===== src/rtl/serial_add_sub_pkg.sv =====
// Shared definitions for the bit-serial adder/subtractor: FSM encoding and
// a helper for sizing the bit counter.
package serial_add_sub_pkg;

    // Control FSM encoding: IDLE -> SHIFT -> DONE -> IDLE
    typedef enum logic [1:0] {
        ST_IDLE  = 2'd0,
        ST_SHIFT = 2'd1,
        ST_DONE  = 2'd2
    } state_e;

    // Width of the bit counter; never narrower than one bit
    function automatic int cnt_width(input int width);
        return (width > 1) ? $clog2(width) : 1;
    endfunction

endpackage


===== src/rtl/serial_add_sub_fulladder.sv =====
// Team 1-bit full-adder cell. Purely combinational; used once per clock by
// the serial datapath.
module Fulladder
    import serial_add_sub_pkg::*;
(
    input  logic A,
    input  logic B,
    input  logic Ci,
    output logic S,
    output logic Co
);

    assign S  = A ^ B ^ Ci;
    assign Co = (A & B) | (Ci & (A ^ B));

endmodule


===== src/rtl/serial_add_sub.sv =====
// Bit-serial two's-complement adder/subtractor. Operands are captured on a
// start request, then one result bit per clock is produced LSB first by the
// Fulladder cell; the finished result is published with a one-cycle done.
module serial_add_sub
    import serial_add_sub_pkg::*;
#(
    parameter int WIDTH = 8
) (
    input  logic             clk,
    input  logic             rst_n,
    input  logic             start,
    input  logic             sub,
    input  logic [WIDTH-1:0] A,
    input  logic [WIDTH-1:0] B,
    output logic             busy,
    output logic             done,
    output logic [WIDTH-1:0] S,
    output logic             Co,
    output logic             V
);

    localparam int               CNT_W    = cnt_width(WIDTH);
    localparam logic [CNT_W-1:0] CNT_LAST = CNT_W'(WIDTH - 1);
    localparam logic [CNT_W-1:0] CNT_ONE  = CNT_W'(1);
    localparam logic [CNT_W-1:0] CNT_ZERO = CNT_W'(0);

    state_e             state_q, state_d;
    logic [WIDTH-1:0]   sha_q, sha_d;
    logic [WIDTH-1:0]   shb_q, shb_d;
    logic [WIDTH-1:0]   shr_q, shr_d;
    logic               cff_q, cff_d;
    logic [CNT_W-1:0]   cnt_q, cnt_d;
    logic [WIDTH-1:0]   s_q, s_d;
    logic               co_q, co_d;
    logic               v_q, v_d;
    logic               busy_q, busy_d;
    logic               done_q, done_d;

    logic               fa_s;
    logic               fa_co;

    // Single full-adder cell fed from the LSBs of the operand shifters
    Fulladder u_fa (
        .A  (sha_q[0]),
        .B  (shb_q[0]),
        .Ci (cff_q),
        .S  (fa_s),
        .Co (fa_co)
    );

    // Next-state, datapath and output-register logic for the control FSM
    always_comb begin
        state_d = state_q;
        sha_d   = sha_q;
        shb_d   = shb_q;
        shr_d   = shr_q;
        cff_d   = cff_q;
        cnt_d   = cnt_q;
        s_d     = s_q;
        co_d    = co_q;
        v_d     = v_q;

        case (state_q)
            ST_IDLE: begin
                if (start) begin
                    // Subtraction is A + ~B + 1: invert B and preload carry
                    sha_d   = A;
                    shb_d   = sub ? ~B : B;
                    cff_d   = sub;
                    cnt_d   = CNT_ZERO;
                    state_d = ST_SHIFT;
                end else begin
                    state_d = ST_IDLE;
                end
            end
            ST_SHIFT: begin
                shr_d = {fa_s, shr_q[WIDTH-1:1]};
                sha_d = {1'b0, sha_q[WIDTH-1:1]};
                shb_d = {1'b0, shb_q[WIDTH-1:1]};
                cff_d = fa_co;
                if (cnt_q == CNT_LAST) begin
                    // Last bit: cff still holds the carry into the MSB
                    s_d     = {fa_s, shr_q[WIDTH-1:1]};
                    co_d    = fa_co;
                    v_d     = cff_q ^ fa_co;
                    state_d = ST_DONE;
                end else begin
                    cnt_d   = cnt_q + CNT_ONE;
                    state_d = ST_SHIFT;
                end
            end
            ST_DONE: begin
                state_d = ST_IDLE;
            end
            default: begin
                state_d = ST_IDLE;
            end
        endcase

        busy_d = (state_d != ST_IDLE);
        done_d = (state_d == ST_DONE);
    end

    // State and datapath registers with asynchronous clear
    always_ff @(posedge clk or negedge rst_n) begin
        if (!rst_n) begin
            state_q <= ST_IDLE;
            sha_q   <= {WIDTH{1'b0}};
            shb_q   <= {WIDTH{1'b0}};
            shr_q   <= {WIDTH{1'b0}};
            cff_q   <= 1'b0;
            cnt_q   <= CNT_ZERO;
            s_q     <= {WIDTH{1'b0}};
            co_q    <= 1'b0;
            v_q     <= 1'b0;
            busy_q  <= 1'b0;
            done_q  <= 1'b0;
        end else begin
            state_q <= state_d;
            sha_q   <= sha_d;
            shb_q   <= shb_d;
            shr_q   <= shr_d;
            cff_q   <= cff_d;
            cnt_q   <= cnt_d;
            s_q     <= s_d;
            co_q    <= co_d;
            v_q     <= v_d;
            busy_q  <= busy_d;
            done_q  <= done_d;
        end
    end

    assign busy = busy_q;
    assign done = done_q;
    assign S    = s_q;
    assign Co   = co_q;
    assign V    = v_q;

endmodule


===== config.mk =====
export PLATFORM = sky130hd
export DESIGN_NAME = serial_add_sub
export DESIGN_NICKNAME = d
export VERILOG_FILES = /design/src/rtl/serial_add_sub_pkg.sv /design/src/rtl/serial_add_sub_fulladder.sv /design/src/rtl/serial_add_sub.sv
export SDC_FILE = /design/constraint.sdc
export NUM_CORES = 1
export LEC_CHECK = 0
export ABC_AREA = 1
export CORE_ASPECT_RATIO = 1.1
export CORE_UTILIZATION = 57
export DETAILED_ROUTE_END_ITERATION = 6
export MAX_ROUTING_LAYER = met4
export PLACE_DENSITY = 0.9
export SETUP_SLACK_MARGIN = 0.1
export SYNTH_ARGS = -nofsm -noshare
export SYNTH_HDL_FRONTEND = slang
export SYNTH_SLANG_ARGS = --single-unit

===== constraint.sdc =====
create_clock -name clk -period 2.1 [get_ports clk]
set_input_delay 0.315 -clock clk [delete_from_list [all_inputs] [get_ports clk]]
set_output_delay 0.315 -clock clk [all_outputs]
set_load 0.01 [all_outputs]

# Word-level counts from Yosys, hierarchy flattened
# Cells that the tools add are included.
dict set report totals {
  input_bits 20
  out_inout_bits 12
  ff_bits 42
  elab_cells 43
}
dict set report classes {
  mux 13
  bitwise 7
  reduce_logical 6
  eq_ne 5
  n_addsub 1
}
# operator count
set op_table {}
lappend op_table {{one-hot mux 8 bit (2 select lines)} 2}
lappend op_table {{two-way mux 8 bit} 3}
lappend op_table {{inverter 8 bit} 1}
lappend op_table {{two-way mux 3 bit} 2}
lappend op_table {{one-hot mux 3 bit (2 select lines)} 1}
lappend op_table {{inequality test 2 bit (second input constant)} 2}
lappend op_table {{one-hot mux 2 bit (2 select lines)} 1}
lappend op_table {{AND reduction 2 bit} 2}
lappend op_table {{nonzero test 2 bit} 2}
lappend op_table {{adder 3 x 1 -> 3 bit (second input constant)} 1}
lappend op_table {{== test 3 bit (second input constant)} 1}
lappend op_table {{AND reduction 3 bit} 1}
lappend op_table {{bitwise XOR 1 bit} 3}
lappend op_table {{AND 1 bit} 2}
lappend op_table {{== test 2 x 1 -> 1 bit (second input constant)} 1}
lappend op_table {{== test 2 bit (second input constant)} 1}
lappend op_table {{zero test 2 bit} 1}
lappend op_table {{two-way mux 1 bit} 2}
lappend op_table {{two-way mux 2 bit} 1}
lappend op_table {{one-hot mux 1 bit (2 select lines)} 1}
lappend op_table {{OR 1 bit} 1}

# Logic depth before layout (Yosys ltp)
# Gate-level depths: netlist of the first run.
dict set report depth {
  ltp_word 4
  ltp_mapped 7
  ltp_nobuf 6
}

# Hierarchy
# A second synthesis of the first run with hierarchy kept.
dict set report hier_totals {
  cells_unflattened 237
  hier_area_um2 1964.4
}
# module seq_area_each_um2 n_inst cells_each area_per_inst_um2
set modules_own_cells {}
lappend modules_own_cells {serial_add_sub 1026.0 1 236 1944.4}
lappend modules_own_cells {Fulladder 0.0 1 1 20.0}

# Worst setup path after synthesis of the first run
# OpenSTA, ideal clock, no wires.
dict set report synth_timing {
  path_type {reg2reg}
  startpoint {register cff_q}
  endpoint {register v_q, in the netlist V}
  setup_time_ns 0.116
  stages_incl_launch_ff 5
  path_slack_ns 0.861
  n_path_buf 0
  t_required_ns 1.984
  synth_period_minus_slack_ns 1.239
  arrival_time_ns 1.122
  cell_sequence {dfrtp_1 fa_1 xor2_1 nand2_1 nand2_1}
}
dict set report synth_via {
  elab_chain_len 3
}
# element line_no
set synth_rtl {}
lappend synth_rtl {{start, declared} serial_add_sub.sv:31} ;# logic cff_q, cff_d;
lappend synth_rtl {{start signal, assigned} serial_add_sub.sv:111} ;# cff_q <= 1'b0;
lappend synth_rtl {{start signal, assigned} serial_add_sub.sv:123} ;# cff_q <= cff_d;
lappend synth_rtl {{AND 1 bit} serial_add_sub_fulladder.sv:14} ;# assign Co = (A & B) | (Ci & (A ^ B));
lappend synth_rtl {{OR 1 bit} serial_add_sub_fulladder.sv:14}
lappend synth_rtl {{net fa_co} serial_add_sub.sv:40} ;# logic fa_co;
lappend synth_rtl {{bitwise XOR 1 bit} serial_add_sub.sv:85} ;# v_d = cff_q ^ fa_co;
lappend synth_rtl {{end signal, assigned} serial_add_sub.sv:127} ;# v_q <= v_d;
lappend synth_rtl {{end, declared} serial_add_sub.sv:35} ;# logic v_q, v_d;
# The timed path passes the listed nets, and every way through them passes these cells.
# A chain may end at the register's enable or synchronous reset.

# Worst setup path after layout of the first run
dict set report layout_timing {
  startpoint {register s_q[7], in the netlist S[7]}
  endpoint {output S[7]}
}
# element line_no
set layout_lines {}
lappend layout_lines {{start, declared} serial_add_sub.sv:33} ;# logic [WIDTH-1:0] s_q, s_d;
lappend layout_lines {{start signal, assigned} serial_add_sub.sv:113} ;# s_q <= {WIDTH{1'b0}};
lappend layout_lines {{end, declared} serial_add_sub.sv:17} ;# output logic [WIDTH-1:0] S,
# No word-level cell between the ends.

==> impl_results.md, run 1 <==
* Result of the run: finished clean
* Max Slew Vio Count at 0
* Maximum operating frequency at approximately 630 MHz
* Post-route clock skew at between 0.008 and 0.009 ns
* Share of cells above drive strength 1 at 10.0%
* R2r setup slk at 0.63 ns
* # placed instances at a little over 300
* Synthesized-area fraction occupied by adder cells at under 10%
* Die boundary height at about 64 um
* Iteration-0 DRC count of the detailed router at 42
* Launching point of the worst reg2reg path: state_q[1]
* Power per cell area at approximately 1300 nW/um^2
* Latest clock arrival within the worst-skew pair at between 0.3 and 0.4 ns
* Ys async rst share at between 90% and 100%
* Slew HR at 71.5%
* CP bufs+invs at 1
* Global-route total usage across every layer at ~23%
* Number of placement rows at 22
* Most frequent cell after synthesis: nand2_1
* Synthesized flop and latch total at 41
* Number of port buffers at 31
* Number of nets in the layout at 293
* Sum of overflow across all layers after global routing at 0
* Final antenna diode count at 0
* Area share of the largest cell type after synthesis at 51.1%
* Number of cells traversed by the worst register-to-register path at 5
* Worst Setup End Kind: primary output
* Ranking of synthesized cells by area: dfrtp_1, nand2_1, nand3_1
* Number of antenna violations at the first check in global routing at 0
* Largest net degree at the start of global routing at 44
* Maximum net fanout on the critical path at 2
* Number of buffers between clock root and the deepest sink at 2
* Half-perimeter wire length after placement at between 2000 and 3000 um
* Crit path time final at 1.58 ns
* Gp weighted congestion at ~0.81
* Simple-gate portion of the synthesized area at between 30% and 40%
* Critical path, cell by cell: clkdlybuf4s50_1
* Leading register cell type out of synthesis: dfrtp_1
* Number of unique standard cell types used by synthesis at 19
* TritonCTS Sinks at 41
* Final ANT Viol Nets at 0
* Type of the worst min-delay path: in2async
* Unrepaired setup endpoints after global routing: no
* Portion of the post-synthesis area used by sequential elements at approximately half
* Mean post-synth cell area at between 8 and 9 um^2
* Cell with the biggest individual delay on the critical path: clkdlybuf4s50_1
* Critical Path RT at ~1.8 ns
* Static Leak at 1.25 nW
* Mapped cell area at 2010 um^2
* First-pass detailed-route iteration total at 4
* Share of cell area taken by muxes after synthesis at 0%
* Horizontal die dimension at ~60 um
* Final worst-path cycle share at between 70% and 80%
* Routed WL per cell at about 11 um
* Post-route DRC at 0
* I/O pin count at 32
* MaxCap Viol Count at 0
* Synthesis-to-layout area growth at 19.1%
* Area of combinational cells with multiple inputs at 820 um^2
* Number of nets in the synthesized netlist at 260
* Crit path depth at 1
* Vias per inst at slightly above 5
* Final Routed Wirelength at between 3000 and 4000 um
* Die Outline Area at roughly 3800 um^2
* TNS Setup at 0 ns
* Endpoint of the lowest-slack register-to-register path: V
* Data arrival time of the critical path at roughly 1.3 ns
* Count of H-tree levels built during CTS at 2
* Count of instances resized after the clock tree is built at 0
* Top cell types by occurrence after synthesis: nand2_1, dfrtp_1, nand3_1
* Setup crit start kind: register
* Final setup violating endpoints at 0
* Clock root buffer: clkbuf_4
* First-pass GRT wire length at 6270 um
* Count of filler cells inserted in the layout at 282
* Number of enable-type register cells in the synthesized netlist at 0
* Worst IR Drop VDD at about 0.00065 V
* Initial Util at roughly three fifths
* Final instance count without filler cells at between 300 and 400
* Share of the synthesized netlist area taken by xor and xnor gates at less than 1%
* Class of the most critical setup path: reg2out
* Main combinational cell family by area after synthesis: simple AND/OR/NAND/NOR gates
* CTS clk-pin slew, worst paths at 0.12 ns
* Warning count from the yosys run at 0
* Maximum single-stage delay on the critical path at 0.54 ns
* Area of the core at 3360 um^2
* Crit-path leading delay family: buffers and inverters
* Via count of the first global-routing pass at 1532
* CTS tree: yes
* Share of the synthesized area in compound gates (AO/OA/AOI/OAI) at just over 5%
* Number of hold-slack violations in the final timing report at 0
* Area taken by flip-flops and latches at 1030 um^2
* Launch point of the worst path: S[7]
* Least-Margin Pin Slew at 0.426 ns
* End point of the critical path: S[7]
* Number of setup buffers added after CTS at 0
* Total CTS buffers at 5
* Gate Count Post-Synth at between 200 and 250
* Total vias in the final route at about 1600
* Cell accounting for the most synthesized area: dfrtp_1
[final cells by class]
class                      instances  area share [%]
inverter                          20            3.14
tap                               48            2.51
clock buffer                       5            1.57
timing repair buffer              35            14.1
clock inverter                     2            1.47
sequential                        41            42.9
multi-input combinational        167            34.3
[metrics by stage]
| step | setup slack [ns] | utilization [%] | power, mW | area (um^2) | hold WS, ns |
|---|---|---|---|---|---|
| finish | 0.520 | 71.2 | 3.12 | 2390 | 0.371 |
| global route | 0.463 | 71.2 | 3.37 | 2390 | 0.374 |
| global placement | 0.564 | 68.7 | 2.58 | 2310 | 0.227 |
| floorplan | 0.861 | - | 2.26 | 2010 | 0.0194 |
| detailed placement | 0.512 | 68.7 | 2.63 | 2310 | 0.232 |
| CTS | 0.505 | 71.2 | 3.12 | 2390 | 0.385 |
[registers in the layout (all words and copies together) (netlist names)]
name	cells
busy	1
sha_q	8
cff_q	1
cnt_q	3
V	1
shb_q	8
state_q	2
Co	1
done	1
S	8
shr_q	7
[kinds of logic after synthesis]
kind of cell / Yosys count
simple gates: 148
flops: 41
buf+inv: 29
compound gates: 15
fa+ha+maj: 3
xor+xnor: 1
[worst reg2reg max path, cell delays in order (launching register included)]
cell	delay [ns]
dfrtp_1	0.44
inv_2	0.22
nand2_4	0.30
nor2_1	0.30
nand2_1	0.10
nand2_1	0.06
[worst min path at each step]
stage	to	slack, ns	cells past startpoint
floorplan	Co	0.02	0
global placement	S[6]	0.23	1
detailed placement	S[6]	0.23	1
CTS	S[6]	0.39	2
global route	S[6]	0.37	2
finish	S[6]	0.37	2
[power breakdown]
group / switching [mW] / internal (mW) / total (mW) / leakage (nW)
Combinational: 0.774 / 0.542 / 1.32 / 0.686
Sequential: 0.196 / 1.12 / 1.31 / 0.522
Clock: 0.245 / 0.243 / 0.488 / 0.0410
[timing repair]
item                                   CTS  global route
endpoints found under the hold margin   13             0
hold buffers                             1             0
setup endpoints to repair                0             0
[placed cells by master (no fill, tap or decap), types with 2 or more instances in the layout]
master	netlist	final
ha_1	2	2
inv_1	19	19
nand3_2	2	2
nor2_1	3	3
o21ai_0	8	8
clkbuf_4	0	5
buf_4	3	3
clkdlybuf4s50_1	0	30
o21ai_2	7	7
dfrtp_1	41	41
nor2_4	2	2
nand2_4	3	3
nand2_1	103	103
nand3_1	34	34
[metal layers]
metal / vias up / global-route usage (%) / routed length (um)
met3: 11 / 5.87 / 183
li1: 809 / - / -
met1: 739 / 27.1 / 1610
met5: - / - / 0
met4: 0 / 13.1 / 91
met2: 51 / 35.8 / 1750
Note: power is estimated with default switching activity, not from simulation.
==> run 2: changes to the inputs <==
--- a/config.mk
+++ b/config.mk
@@ -7,10 +7,10 @@
 export LEC_CHECK = 0
 export ABC_AREA = 1
 export CORE_ASPECT_RATIO = 1.1
-export CORE_UTILIZATION = 57
+export CORE_UTILIZATION = 48
 export DETAILED_ROUTE_END_ITERATION = 6
 export MAX_ROUTING_LAYER = met4
-export PLACE_DENSITY = 0.9
+export PLACE_DENSITY = 0.82
 export SETUP_SLACK_MARGIN = 0.1
 export SYNTH_ARGS = -nofsm -noshare
 export SYNTH_HDL_FRONTEND = slang
==> constraint.sdc (replaced) <==
create_clock -name clk -period 1.3 [get_ports clk]
set_input_delay 0.195 -clock clk [delete_from_list [all_inputs] [get_ports clk]]
set_output_delay 0.195 -clock clk [all_outputs]
set_load 0.01 [all_outputs]
==> run 2 against run 1 <==
Compared with the run above:
- hold slack got worse by 0.045 ns
- non-clock buffer count grew 10
- register-to-register slack worse by 0.54 ns
- die area up 18%
- clock power increased by 64%
- combinational power increased by 88%
- power increased by 73%
- critical endpoint is now S[7]
- sequential power rose by 61%
- count of clock-buffer cells in the layout grew 1
==> impl_results.md, run 2 (synthesis results as in run 1) <==
* Result of the run: finished clean
* CTS tree: yes
* Global-route total usage across every layer at 20.4%
* Area of the core at 3990 um^2
* Via count of the first global-routing pass at 1526
* Post-route DRC at 0
* Class of the most critical setup path: reg2reg
* Die boundary height at between 60 and 70 um
* Clock network power share at 14.8%
* Design area at about 2600 um^2
* Worst Setup End Kind: register
* Horizontal die dimension at 63.7 um
* Sequential power share at about two fifths
* Synthesis-to-layout area growth at 27.5%
* Sum of overflow across all layers after global routing at 0
* Setup crit start kind: register
* Maximum single-stage delay on the critical path at around 0.58 ns
* I/O pin count at 32
* Final worst-path cycle share at around 93%
* Commonest cells after routing, fill and taps aside: nand2_1, dfrtp_1, nand3_1, clkdlybuf4s50_1, inv_1
* Die Outline Area at ~4400 um^2
* Number of placement rows at 24
* Number of hold-slack violations in the final timing report at 0
* Iteration-0 DRC count of the detailed router at 116
* Final antenna diode count at 0
* Slew HR at roughly 76%
* Net switching power at ~2.1 mW
* Share of cells above drive strength 1 at approximately 16%
* Final setup violating endpoints at 0
* MaxCap Viol Count at 0
* TritonCTS Sinks at 41
* Critical Path RT at roughly 1.5 ns
* Count of filler cells inserted in the layout at 349
* Unrepaired setup endpoints after global routing: yes
* Maximum operating frequency at 828 MHz
* Power per cell area at 2110 nW/um^2
* Worst IR Drop VDD at ~0.00083 V
* Vias per inst at just under 5
* Post-layout util at between 60 and 70%
* Static Leak at about 1.3 nW
* Post-route clock skew at between 0.009 and 0.01 ns
* Total CTS buffers at 5
* Crit-path leading delay family: adder cells
* Data arrival time of the critical path at about 1.4 ns
* Share of total power in combinational logic at a little under half
* Total vias in the final route at approximately 1600
* Maximum net fanout on the critical path at 2
* CP bufs+invs at 1
* Count of H-tree levels built during CTS at 2
* Critical path, cell by cell: fa_2 > inv_2 > o21ai_2
* Placed standard-cell area at around 2400 um^2
* Clock root buffer: clkbuf_8
* Crit path time final at 1.21 ns
* Number of buffers between clock root and the deepest sink at 2
* Number of antenna violations at the first check in global routing at 0
* Internal Pwr Total at between 3 and 4 mW
* Net Sw Frac at between 30% and 40%
* First-pass GRT wire length at 6730 um
* Initial Util at about 50%
* Latest clock arrival within the worst-skew pair at around 0.30 ns
* Final ANT Viol Nets at 0
* Max Slew Vio Count at 0
* Largest net degree at the start of global routing at 28
* Gp weighted congestion at about 0.83
* Half-perimeter wire length after placement at about 2600 um
* Number of port buffers at 31
* Least-Margin Pin Slew at roughly 0.37 ns
* Type of the worst min-delay path: in2async
* Cell with the biggest individual delay on the critical path: fa_2
* Most common cell after layout, fill and taps aside: nand2_1
* Routed WL per cell at ~11 um
* Final Routed Wirelength at between 3000 and 4000 um
* CTS clk-pin slew, worst paths at 0.08 ns
* Number of nets in the layout at ~300
* WHS at 0.327 ns
* First-pass detailed-route iteration total at 4
[run 2: power groups by stage]
stage	Combinational, mW	Sequential (mW)	Clock [mW]
final	2.48	2.11	0.799
after detailed placement	2.29	2.13	0
after global placement	2.22	2.11	0
after floorplan	1.52	2.14	0
after CTS	2.29	2.11	0.822
after global routing	2.82	2.18	0.870
[run 2: worst reg2reg max path: stages (launching register included)]
cell     delay [ns]
dfrtp_1        0.40
fa_2           0.58
inv_2          0.05
o21ai_2        0.12
[run 2: worst paths after layout]
path | slack (ns) | to | from | depth (start not counted)
worst max-delay path | 0.09 | S[7] | sha_q[0] | 3
worst min-delay path | 0.33 | S[7] | rst_n | 2
worst max register to register | 0.09 | S[7] | sha_q[0] | 3
worst min register to register | 0.48 | S[3] | S[3] | 2
max in group asynchronous | 0.51 | sha_q[3] | rst_n | 3
min in group clk | 0.45 | sha_q[7] | A[7] | 3
[run 2: final cells by class]
class,count,area [um^2],area share (%)
sequential,41,1030,40.1
multi-input combinational,167,860,33.6
timing repair buffer,45,442,17.3
inverter,20,82.6,3.23
clock buffer,6,72.6,2.84
tap,52,65.1,2.54
clock inverter,2,10.0,0.391
[run 2: repair_timing]
| item | in CTS | in global routing |
|---|---|---|
| gates cloned | 0 | 1 |
| hold buffers | 1 | 0 |
| setup buffers | 1 | 3 |
| pin swaps | 2 | 2 |
| hold endpoints to repair | 14 | 0 |
| setup endpoints to repair | 27 | 26 |
| gates resized for setup | 19 | 7 |
[run 2: metrics by stage]
step           instances  power [mW]  TNS [ns]  setup slack [ns]
5_1_grt              333        5.86         0            0.0475
6_report             333        5.39         0            0.0916
2_1_floorplan        237        3.66         0             0.110
4_1_cts              329        5.22         0            0.0891
3_3_place_gp         319        4.33    -0.210           -0.0353
3_5_place_dp         319        4.42    -0.821            -0.102
[run 2: metal layers]
layer / GRT usage (%) / wire length (um)
met1: 25.3 / 1620
met2: 31.6 / 1910
met3: 3.95 / 120
met4: 10.6 / 85
met5: - / 0
==> run 3: changes to the inputs <==
--- a/config.mk
+++ b/config.mk
@@ -7,6 +7,7 @@
 export LEC_CHECK = 0
 export ABC_AREA = 1
 export CORE_ASPECT_RATIO = 1.1
+export CORE_MARGIN = 2
 export CORE_UTILIZATION = 48
 export DETAILED_ROUTE_END_ITERATION = 6
 export MAX_ROUTING_LAYER = met4
==> run 3 against run 2 <==
Compared with the run above:
- non-clock buffer count grew 6
- hold slack gained 0.066 ns
- register-to-register slack barely moved
- sequential share of layout area is 1.7 points lower
- wire length up 9.7%
- cell count grew 1.5%
- clock power grew 25%
- design area is 4.4% higher
- fmax is 1.1% lower
- utilization increased by 2.9 points
- via count increased by 2.8%
- die area grew 6.1%
==> impl_results.md, run 3 (synthesis results as in run 1) <==
* First-pass GRT wire length at slightly below 7000 um
* Share of total power in combinational logic at about 46%
* Final ANT Viol Nets at 0
* Slew HR at between 80 and 90%
* Final instance count without filler cells at between 300 and 400
* TritonCTS Sinks at a little over 40
* Result of the run: finished clean
* CTS clk-pin slew, worst paths at around 0.08 ns
* Largest net degree at the start of global routing at between 40 and 50
* Class of the most critical setup path: reg2reg
* Vias per inst at between 4 and 5
* # placed instances at around 320
* Final WS setup at between 0.07 and 0.08 ns
* Iteration-0 DRC count of the detailed router at 114
* Critical Path RT at approximately 1.5 ns
* Clock root buffer: clkbuf_8
* Latest clock arrival within the worst-skew pair at 0.30 ns
* Final Routed Wirelength at slightly above 4000 um
* Synthesis-to-layout area growth at 33.2%
* Crit path time final at around 1.2 ns
* Worst Setup End Kind: register
* CTS tree: yes
* Horizontal die dimension at 65.7 um
* Total power at 5.84 mW
* Net Sw Frac at roughly two fifths
* Internal Pwr Total at between 3 and 4 mW
* Maximum operating frequency at 819 MHz
* Data arrival time of the critical path at about 1.5 ns
* Number of nets in the layout at ~310
* Max Slew Vio Count at 0
* Net switching power at ~2.2 mW
* Die boundary height at approximately 70 um
* Final worst-path cycle share at a little over nine tenths
* Final setup violating endpoints at 0
* Number of placement rows at 24
* Global-route total usage across every layer at about a fifth
* Post-route clock skew at roughly 0.011 ns
* Via count of the first global-routing pass at roughly 1700
* First-pass detailed-route iteration total at 5
* Area of the core at 3990 um^2
* Die Outline Area at 4710 um^2
* Initial Util at between 50% and 60%
* Count of filler cells inserted in the layout at 318
* Total CTS buffers at 5
* Setup WS pre-CTS at -0.0936 ns
* Share of cells above drive strength 1 at 20.3%
* WHS at roughly 0.4 ns
* Number of cells traversed by the worst register-to-register path at 3
* Commonest cells after routing, fill and taps aside: nand2_1, dfrtp_1, nand3_1, clkdlybuf4s50_1, inv_1
* Cell with the biggest individual delay on the critical path: fa_2
* Type of the worst min-delay path: in2async
* Count of H-tree levels built during CTS at 2
* Placed standard-cell area at about 2400 um^2
* Sum of overflow across all layers after global routing at 0
* Worst IR Drop VDD at about 0.0009 V
* Sequential power share at 36.5%
* I/O pin count at 32
* Total vias in the final route at 1662
* Post-route DRC at 0
* Power per cell area at about 2200 nW/um^2
* Gp weighted congestion at 0.793
* Setup crit start kind: register
* Unrepaired setup endpoints after global routing: yes
* Number of hold-slack violations in the final timing report at 0
* Most common cell after layout, fill and taps aside: nand2_1
* Clock network power share at about 17%
* Maximum single-stage delay on the critical path at ~0.6 ns
* Half-perimeter wire length after placement at around 2600 um
* Maximum net fanout on the critical path at 2
* Critical path, cell by cell: fa_2 > inv_2 > o21ai_2
* Design area at approximately 2700 um^2
* Static Leak at 1.39 nW
* Number of buffers between clock root and the deepest sink at 2
* Number of antenna violations at the first check in global routing at 0
* Final antenna diode count at 0
* Least-Margin Pin Slew at around 0.24 ns
* MaxCap Viol Count at 0
* Routed WL per cell at between 10 and 15 um
* Number of port buffers at 31
run 3: cell count changes in the layout (fill, tap and decap cells not counted), sizes merged:
cell,delta
buf,+5
bufinv,+1
clkinv,-1
run 3: layer usage:
layer  vias up  global-route usage, %  wire [um]
met3         2                   3.45        136
met2        39                   34.1       2130
li1        837                      -          -
met1       784                   20.7       1810
met5         -                      -          0
met4         0                   8.56         21
run 3: area by class of cell:
type | instances | area [um^2] | area share (%)
Clock buffer | 5 | 68.8 | 2.57
Multi-Input combinational cell | 167 | 888 | 33.2
Tap cell | 52 | 65.1 | 2.43
Inverter | 20 | 82.6 | 3.09
Sequential cell | 41 | 1030 | 38.5
Clock inverter | 2 | 35.0 | 1.31
Timing Repair Buffer | 51 | 504 | 18.9
run 3: path summary, 6_finish.rpt:
path                         endpoint  slack [ns]  start
setup / recovery                 S[7]        0.08  cff_q
hold / removal               shr_q[7]        0.39  rst_n
max in group asynchronous  state_q[0]        0.69  rst_n
hold reg to reg                  S[1]        0.49   S[1]
setup reg to reg                 S[7]        0.08  cff_q
min in group clk             sha_q[7]        0.46   A[7]
run 3: repair_timing:
action | 4_1_cts | 5_1_grt
endpoints found under the setup margin | 26 | 27
cloned | 0 | 2
endpoints found under the hold margin | 41 | 0
pin swaps | 4 | 7
setup buffers | 2 | 7
hold buffers | 1 | 0
resized for setup | 19 | 14
run 3: power by group through the flow:
| stage | logic [mW] | registers (mW) | clock network, mW |
|---|---|---|---|
| floorplan | 1.52 | 2.14 | 0 |
| global placement | 2.23 | 2.11 | 0 |
| detailed placement | 2.31 | 2.13 | 0 |
| CTS | 2.34 | 2.12 | 1.01 |
| global route | 3.04 | 2.20 | 1.06 |
| finish | 2.71 | 2.13 | 0.998 |
run 3: critical path: cells and delay by family (launching register included):
kind | cells | cell delay, ns
buf+inv | 1 | 0.05
flops | 1 | 0.42
compound gates | 1 | 0.10
fa+ha+maj | 1 | 0.60
run 3: per-stage QoR:
| step | util (%) | setup TNS, ns |
|---|---|---|
| 5_1_grt | 66.9 | 0 |
| 2_1_floorplan | - | 0 |
| 6_report | 66.9 | 0 |
| 3_3_place_gp | 59.6 | -0.243 |
| 4_1_cts | 63.1 | 0 |
| 3_5_place_dp | 59.6 | -0.681 |
